<file path="src/rtl/array_column_streamer.sv">
// Streams one packed row of COLS elements out one column per valid/ready beat.
// Define ARRAY_STREAM_REVERSE_EN to emit columns from COLS-1 down to 0.
module array_column_streamer #(
    parameter int BIT_WIDTH = 4,
    parameter int COLS = 8,
    localparam int IDX_W = (COLS > 1) ? $clog2(COLS) : 1
) (
    input  logic                      clk,
    input  logic                      rst,
    input  logic                      in_valid,
    output logic                      in_ready,
    input  logic [COLS*BIT_WIDTH-1:0] in_data,
    output logic                      out_valid,
    input  logic                      out_ready,
    output logic [BIT_WIDTH-1:0]      out_data,
    output logic [IDX_W-1:0]          out_col,
    output logic                      out_last,
    output logic                      busy
);

    localparam logic [0:0] IDLE   = 1'b0;
    localparam logic [0:0] STREAM = 1'b1;

    localparam logic [IDX_W-1:0] TOP_IDX = IDX_W'(COLS - 1);

`ifdef ARRAY_STREAM_REVERSE_EN
    localparam logic [IDX_W-1:0] FIRST_IDX = TOP_IDX;
    localparam logic [IDX_W-1:0] FINAL_IDX = '0;
`else
    localparam logic [IDX_W-1:0] FIRST_IDX = '0;
    localparam logic [IDX_W-1:0] FINAL_IDX = TOP_IDX;
`endif

    logic [0:0]                 state;
    logic [COLS*BIT_WIDTH-1:0]  row;
    logic [IDX_W-1:0]           cnt;
    logic [IDX_W-1:0]           cnt_next;
    logic                       accept;
    logic                       xfer;

    assign out_valid = (state == STREAM);
    assign busy      = (state == STREAM);
    // Gated by state so reset leaves out_last low even when FINAL_IDX is 0.
    assign out_last  = (state == STREAM) && (cnt == FINAL_IDX);
    assign out_col   = cnt;
    assign xfer      = out_valid && out_ready;
    assign in_ready  = (state == IDLE) || (xfer && out_last);
    assign accept    = in_valid && in_ready;

`ifdef ARRAY_STREAM_REVERSE_EN
    assign cnt_next = cnt - IDX_W'(1);
`else
    assign cnt_next = cnt + IDX_W'(1);
`endif

    always_comb begin
        out_data = '0;
        for (int i = 0; i < COLS; i++) begin
            if (cnt == IDX_W'(i)) begin
                out_data = row[i*BIT_WIDTH +: BIT_WIDTH];
            end
        end
    end

    always_ff @(posedge clk or posedge rst) begin
        if (rst) begin
            state <= IDLE;
            row   <= '0;
            cnt   <= '0;
        end else if (accept) begin
            state <= STREAM;
            row   <= in_data;
            cnt   <= FIRST_IDX;
        end else if (xfer) begin
            if (out_last) begin
                state <= IDLE;
                cnt   <= '0;
            end else begin
                cnt <= cnt_next;
            end
        end
    end

endmodule

</file>
<file path="config.mk">
export PLATFORM = sky130hd
export DESIGN_NAME = array_column_streamer
export DESIGN_NICKNAME = d
export VERILOG_FILES = /design/src/rtl/array_column_streamer.sv
export SDC_FILE = /design/constraint.sdc
export NUM_CORES = 1
export LEC_CHECK = 0
export BUFFER_PORTS_ARGS = -buffer_cell sky130_fd_sc_hd__buf_2
export CORE_MARGIN = 8
export CORE_UTILIZATION = 57
export CTS_CLUSTER_SIZE = 16
export DETAILED_ROUTE_END_ITERATION = 7
export GPL_TIMING_DRIVEN = 0
export PLACE_DENSITY = 0.85
export SYNTH_ARGS = -nofsm -noshare
export SYNTH_HDL_FRONTEND = slang
export SYNTH_SLANG_ARGS = --single-unit
export TNS_END_PERCENT = 100
</file>
<file path="constraint.sdc">
create_clock -name clk -period 4.91 [get_ports clk]
set_clock_uncertainty 0.15 [all_clocks]
set_input_delay 0.982 -clock clk [delete_from_list [all_inputs] [get_ports clk]]
set_output_delay 0.982 -clock clk [all_outputs]
set_load 0.01 [all_outputs]
</file>
==> results of run 1 <==
[sequential cells by signal, summed over array words and instances (netlist names)]
register  flops
out_col       3
busy          1
row          32
[cells in the mapped netlist (all sizes together) (2+ instances only)]
cell type  instances
a31oi              6
a32oi              2
mux2              32
a22o               2
nand2b             3
o211ai             3
nor2b              6
buf               10
nor2               6
dfrtp             36
ha                 6
inv                8
and2               2
o21ai             10
a21oi              9
o31ai              2
nand2             21
[final timing paths]
kind                             from  cells after the start     endpoint  slack, ps
min reg2reg                    row[6]                      1       row[6]        360
min                            row[6]                      1       row[6]        360
max reg2reg                out_col[0]                      7      row[17]       2950
max                        out_col[2]                      8  out_data[0]       1320
min in group asynchronous         rst                      2   out_col[2]        600
max in group asynchronous         rst                      2       row[2]       3550
[kinds of logic (layout without fill, tap and decap cells)]
family	count (synthesis)	count (layout)	share of synthesized area [%]
muxes	33	33	19.6
adders and majority gates	6	6	3.97
buffers and inverters	18	72	5.50
AOI/OAI and AO/OA	38	38	12.8
DFF	36	36	47.7
and+or+nand+nor	40	40	10.4
[area by class of cell]
class / instances / area, µm²
Timing Repair Buffer: 46 / 230
Buffer: 10 / 73.8
Tap cell: 46 / 57.6
Fill cell: 269 / 1020
Multi-Input combinational cell: 117 / 885
Inverter: 8 / 30.0
Sequential cell: 36 / 901
Clock buffer: 8 / 58.8
[power groups by stage]
| stage | sequential [mW] | clock (mW) | combinational, mW |
|---|---|---|---|
| after floorplan | 0.508 | 0 | 0.415 |
| after global placement | 0.534 | 0 | 0.547 |
| after detailed placement | 0.543 | 0 | 0.565 |
| after CTS | 0.537 | 0.169 | 0.568 |
| after global routing | 0.555 | 0.178 | 0.623 |
| final | 0.538 | 0.163 | 0.565 |
[per-layer routing]
layer	GRT usage, %	share of wire, %	up-vias
met5	0	0	-
met4	7.54	1.5	0
met3	5.87	6.9	6
met2	25.2	47	50
met1	19.4	44	694
li1	-	-	703
==> impl_metrics.toml, run 1 <==
[yosys]
syn_area_per_cell_um2 = 11.0
yosys_register_bits = 36
synthCells = 171
post-synth-top-area-cell = "sky130_fd_sc_hd__dfrtp_1"
asyncSetResetFlopFracSynth_pct = 100
postSynthNetCount = 213
post_synth_num_cell_types = 29
ys.warnings.count = 0
seq_area_frac_synth_pct = 47.7
synth-edff-count = 0
synth_ff_type = "sky130_fd_sc_hd__dfrtp_1"
syn_area_um2 = 1890
post_synth_main_area_contributors = "sky130_fd_sc_hd__dfrtp_1 (48%), sky130_fd_sc_hd__mux2_2 (18%), sky130_fd_sc_hd__ha_1 (4.0%), sky130_fd_sc_hd__nand2_1 (3.8%), sky130_fd_sc_hd__o21ai_0 (2.6%)"
yosys.area.top_type_share_pct = 47.7

[die]
die-width_um = 73.6
floorplan.rows = 21
effective_utilization_at_floorplan_pct = 58.0
placeableCoreArea_um2 = 3260
top_level_ports = 47
design.die.area_um2 = 5410
die_height_um = 73.6

[timing]
finalSetupViolations = 0
timing.final.max_slew_violations = 0
tightest_hold_margin_ps = 359
fin_setup_tns_ps = 0
report.final.hold_viol_count = 0
max_slew_margin_pct = 52.6
rsz0062_at_grt = "no"
timing.final.crit_period_ps = 3590
post-route-worst-setup-slack_ps = 1320
achievable_frequency_mhz = 279
worst_pin_slew_ps = 710
period_share_pct = 73.1

[power_and_ir_drop]
vdd_ir_drop_max_v = 0.000266
p_switching_mw = 0.474
internal_power_mw = 0.792
static-leakage-power_nw = 1.08
clock_network_power_share_pct = 12.9
comb_power_share_pct = 44.6
total_power_of_the_final_layout_mw = 1.27
power.density_cell_area_nw_per_um2 = 566
net_sw_share_pct = 37.4
seq_power_share_pct = 42.5

[job]
drv_cap = 0

[critical_path]
path_common_cell = "sky130_fd_sc_hd__buf_2"
critical_path_sink_type = "output port"
worstPathRequired_ps = 3780
worst_ep_arrival_time_ps = 2460
family_with_the_most_delay_on_the_worst_path = "buffers and inverters"
critPathSlowestCell = "sky130_fd_sc_hd__dfrtp_1"
critical_path.cell_chain = "buf_2 -> inv_1 -> ha_1 -> buf_2 -> a221oi_1 -> o211ai_1 -> a31oi_1 -> buf_2"
cpPeakStageDelay_ps = 520
worstPathBufferInverterCount = 4
cp_max_fo = 10
worstSetupStartpointType = "register"
category_of_the_most_critical_setup_path = "register to output port"

[clocking]
quantity_of_gates_resized_following_cts = 0
cts_sinks = 36
clk_pin_slew_ps = 110
postCtsSetupRepairBufs = 0
cts-root-buf = "sky130_fd_sc_hd__clkbuf_4"
cts_tree = "built"
clock_path_buffers = 2
hold_buffers = 0
cts_made_buffers = 5
cts-htree-levels = 2
clk-insertion-delay-late_ps = 330

[layout]
post_layout_nonfiller_instances = 271
stdcell_area_um2 = 2240
layout_commonest_cell = "sky130_fd_sc_hd__buf_2"
finalNetCount = 266
final_cell_mix = "sky130_fd_sc_hd__buf_2 (51), sky130_fd_sc_hd__dfrtp_1 (36), sky130_fd_sc_hd__mux2_2 (30), sky130_fd_sc_hd__nand2_1 (19), sky130_fd_sc_hd__o21ai_0 (10)"
insertedDiodeCount = 0
layout-drive-gt1-share_pct = 43.1
postLayoutCoreUtil_pct = 68.6
flow.area_growth_from_synthesis_pct = 18.3

[routing]
drt-wirelength-per-cell_um = 14.9
iteration_0_drc_markers = 78
ant_nets = 0
viasPerCell = 5.36
drc = 0
routed_wirelength_um = 4040
routed-via-count = 1453
drt-pass1-iter-count = 4

[global_route]
grt.overflow.total = 0
grt_start_max_net_pins = 37
grt_usage_pct = 16.2
via_count_of_the_first_global_routing_pass = 1457
wire_length_of_the_first_global_routing_pass_um = 6690
initial_antenna_violation_count = 0

[placement]
number_of_i_o_port_buffers = 46
placed_cells = 263
dpl_worst_slack_ps = 1740
dpl.hpwl_um = 3110
gp_congestion = 0.852
place_area_um2 = 2180

[status]
status = "complete, no violations"

[worst_hold_path]
min-delay-path-class = "register to register"
(Power assumes the default switching activity.)
==> inputs of run 2 (changes only) <==
--- a/config.mk
+++ b/config.mk
@@ -5,13 +5,14 @@
 export SDC_FILE = /design/constraint.sdc
 export NUM_CORES = 1
 export LEC_CHECK = 0
+export ABC_AREA = 1
 export BUFFER_PORTS_ARGS = -buffer_cell sky130_fd_sc_hd__buf_2
 export CORE_MARGIN = 8
-export CORE_UTILIZATION = 57
+export CORE_UTILIZATION = 48
 export CTS_CLUSTER_SIZE = 16
 export DETAILED_ROUTE_END_ITERATION = 7
 export GPL_TIMING_DRIVEN = 0
-export PLACE_DENSITY = 0.85
+export PLACE_DENSITY = 0.76
 export SYNTH_ARGS = -nofsm -noshare
 export SYNTH_HDL_FRONTEND = slang
 export SYNTH_SLANG_ARGS = --single-unit
==> constraint.sdc (replaced) <==
create_clock -name clk -period 3.25 [get_ports clk]
set_clock_uncertainty 0.15 [all_clocks]
set_input_delay 0.65 -clock clk [delete_from_list [all_inputs] [get_ports clk]]
set_output_delay 0.65 -clock clk [all_outputs]
set_load 0.01 [all_outputs]
==> run 2 against run 1 <==
  * Clock-buffer cell count shrank 2
  * Worst setup slack worse by 910 ps
  * Core utilization decreased by 9.0 points
  * Via count up 9.4%
  * Largest cell class unchanged
==> impl_metrics.toml, run 2 <==
[critical_path]
r2r_cells = 9
worstPathRequired_ps = 2450
worst_ep_arrival_time_ps = 2040
worstSetupStartpointType = "register"
critical_path_sink_type = "output port"
cp_max_fo = 5
category_of_the_most_critical_setup_path = "register to output port"

[worst_hold_path]
min-delay-path-class = "input pin to async pin"

[power_and_ir_drop]
static-leakage-power_nw = 1.38
vdd_ir_drop_max_v = 0.000322
power.density_cell_area_nw_per_um2 = 830

[clocking]
clk-insertion-delay-late_ps = 280
cts_tree = "built"
clock_path_buffers = 2
clk_pin_slew_ps = 70
cts_sinks = 36
quantity_of_gates_resized_following_cts = 0
postCtsSetupRepairBufs = 0
hold_buffers = 0
cts-root-buf = "sky130_fd_sc_hd__clkbuf_8"
cts_made_buffers = 5
cts-htree-levels = 2

[layout]
final_cell_mix = "sky130_fd_sc_hd__nand2_1 (59), sky130_fd_sc_hd__buf_2 (47), sky130_fd_sc_hd__inv_1 (38), sky130_fd_sc_hd__dfrtp_1 (36), sky130_fd_sc_hd__nor2_1 (26)"
finalNetCount = 324
layout_commonest_cell = "sky130_fd_sc_hd__nand2_1"
sequential_cell_area_um2 = 901
top_register = "row"
multi_input_comb_area_um2 = 866
flow.area_growth_from_synthesis_pct = 20.2
n_fill_cell = 386
insertedDiodeCount = 0
largest_reg_flops = 32
stdcell_area_um2 = 2370
postLayoutCoreUtil_pct = 59.6
layout-drive-gt1-share_pct = 31.2

[global_route]
grt_usage_pct = 14.2
via_count_of_the_first_global_routing_pass = 1642
grt.overflow.total = 0
wire_length_of_the_first_global_routing_pass_um = 7200
grt_start_max_net_pins = 21
initial_antenna_violation_count = 0

[routing]
routed-via-count = 1589
drc = 0
drt-pass1-iter-count = 4
drt-wirelength-per-cell_um = 12.9
viasPerCell = 4.79
ant_nets = 0
routed_wirelength_um = 4290
iteration_0_drc_markers = 70

[status]
status = "complete, no violations"

[yosys]
synthCells = 228
synth_ff_type = "sky130_fd_sc_hd__dfrtp_1"
post_synth_main_area_contributors = "sky130_fd_sc_hd__dfrtp_1 (46%), sky130_fd_sc_hd__nand2_1 (11%), sky130_fd_sc_hd__mux2_4 (11%), sky130_fd_sc_hd__inv_1 (7.2%), sky130_fd_sc_hd__nor2_1 (5.0%)"
asyncSetResetFlopFracSynth_pct = 100
syn_area_um2 = 1970
top_count_cell_post_synth = "sky130_fd_sc_hd__nand2_1"
yosys.area.top_type_share_pct = 45.7
post-synth-top-area-cell = "sky130_fd_sc_hd__dfrtp_1"
postSynthNetCount = 270
yosys_register_bits = 36
synth_commonest_cells = "sky130_fd_sc_hd__nand2_1 (59), sky130_fd_sc_hd__inv_1 (38), sky130_fd_sc_hd__dfrtp_1 (36)"
post_synth_num_cell_types = 21
syn_area_per_cell_um2 = 8.64
ys.warnings.count = 0
seq_area_frac_synth_pct = 45.7
synth-edff-count = 0

[timing]
timing.final.crit_period_ps = 2840
worst_pin_slew_ps = 699
max_slew_margin_pct = 53.3
rsz0062_at_grt = "no"
timing.final.max_slew_violations = 0
report.final.hold_viol_count = 0
period_share_pct = 87.4
achievable_frequency_mhz = 352
finalSetupViolations = 0
fin_setup_tns_ps = 0

[die]
floorplan.rows = 23
top_level_ports = 47
effective_utilization_at_floorplan_pct = 49.6
placeableCoreArea_um2 = 3970
design.die.area_um2 = 6410
die_height_um = 80.1
die-width_um = 80.1

[placement]
dpl.hpwl_um = 3380
gp_congestion = 0.811
place_area_um2 = 2290
number_of_i_o_port_buffers = 46

[job]
drv_cap = 0
run 2: cell count changes after synthesis, moves of 4 or more:
cell | previous run | this run
sky130_fd_sc_hd__nor2b_1 | 6 | 0
sky130_fd_sc_hd__nor2_1 | 6 | 26
sky130_fd_sc_hd__a21oi_2 | 0 | 10
sky130_fd_sc_hd__inv_1 | 8 | 38
sky130_fd_sc_hd__a21oi_1 | 9 | 13
sky130_fd_sc_hd__buf_2 | 5 | 1
sky130_fd_sc_hd__a31oi_1 | 6 | 0
sky130_fd_sc_hd__mux2_2 | 30 | 1
sky130_fd_sc_hd__nand2_1 | 19 | 59
sky130_fd_sc_hd__mux2_4 | 0 | 14
sky130_fd_sc_hd__nand3_1 | 0 | 5
run 2: cell families (layout without fill, tap and decap cells):
| family | Yosys count | after routing | synth area share [%] |
|---|---|---|---|
| AOI/OAI and AO/OA | 32 | 32 | 10.3 |
| adders and majority gates | 6 | 6 | 3.81 |
| buffers and inverters | 46 | 100 | 10.3 |
| and+or+nand+nor | 92 | 92 | 18.1 |
| muxes | 16 | 16 | 11.7 |
| DFF | 36 | 36 | 45.7 |
run 2: path summary, 6_finish.rpt:
path / start / slack [ps] / to
worst max-delay path: out_col[1] / 410 / out_data[1]
worst min-delay path: rst / 310 / row[24]
worst max register to register: out_col[0] / 1110 / row[23]
worst min register to register: row[11] / 360 / row[11]
max in group asynchronous: rst / 2100 / row[31]
min in group clk: row[11] / 360 / row[11]
run 2: critical path, stage by stage, from the launching register on:
cell                      delay, ps
sky130_fd_sc_hd__dfrtp_1        430
sky130_fd_sc_hd__inv_1          120
sky130_fd_sc_hd__ha_1           240
sky130_fd_sc_hd__inv_1           70
sky130_fd_sc_hd__nor2_1         190
sky130_fd_sc_hd__nand2_1         70
sky130_fd_sc_hd__nand2_1         80
sky130_fd_sc_hd__nand2_1         50
sky130_fd_sc_hd__nand2_1         60
sky130_fd_sc_hd__nand2_1         50
sky130_fd_sc_hd__nand2_1         70
sky130_fd_sc_hd__nand2_1         60
sky130_fd_sc_hd__nand2_1         60
sky130_fd_sc_hd__nand2_1         50
sky130_fd_sc_hd__nand2_1         50
sky130_fd_sc_hd__buf_2          120
run 2: per-layer routing:
metal,vias to the layer above,global-route usage [%],wire length [µm]
met3,2,4.02,192
met2,38,22.6,2020
li1,805,-,-
met1,744,17.6,2040
met4,0,6.18,44
met5,-,0,0
run 2: stage by stage:
stage | setup WS [ps] | std cells | power [mW] | hold WS (ps)
after floorplan | 980 | 228 | 1.41 | 324
after global placement | 760 | 324 | 1.64 | 341
after detailed placement | 730 | 325 | 1.68 | 347
after CTS | 401 | 332 | 1.98 | 336
after global routing | 143 | 332 | 2.14 | 382
final | 410 | 332 | 1.97 | 307
run 2: area by class of cell:
type	count	share of cell area, %
clock buffer	6	3.06
timing repair buffer	47	10.9
clock inverter	1	0.211
sequential	36	38.0
tap	50	2.64
buffer	7	2.43
multi-input combinational	146	36.6
inverter	39	6.18
run 2: power breakdown:
| part | leakage (nW) | switching (mW) | internal, mW |
|---|---|---|---|
| Combinational | 0.929 | 0.496 | 0.416 |
| Clock | 0.0410 | 0.148 | 0.146 |
| Sequential | 0.411 | 0.109 | 0.653 |
| Total | 1.38 | 0.752 | 1.21 |
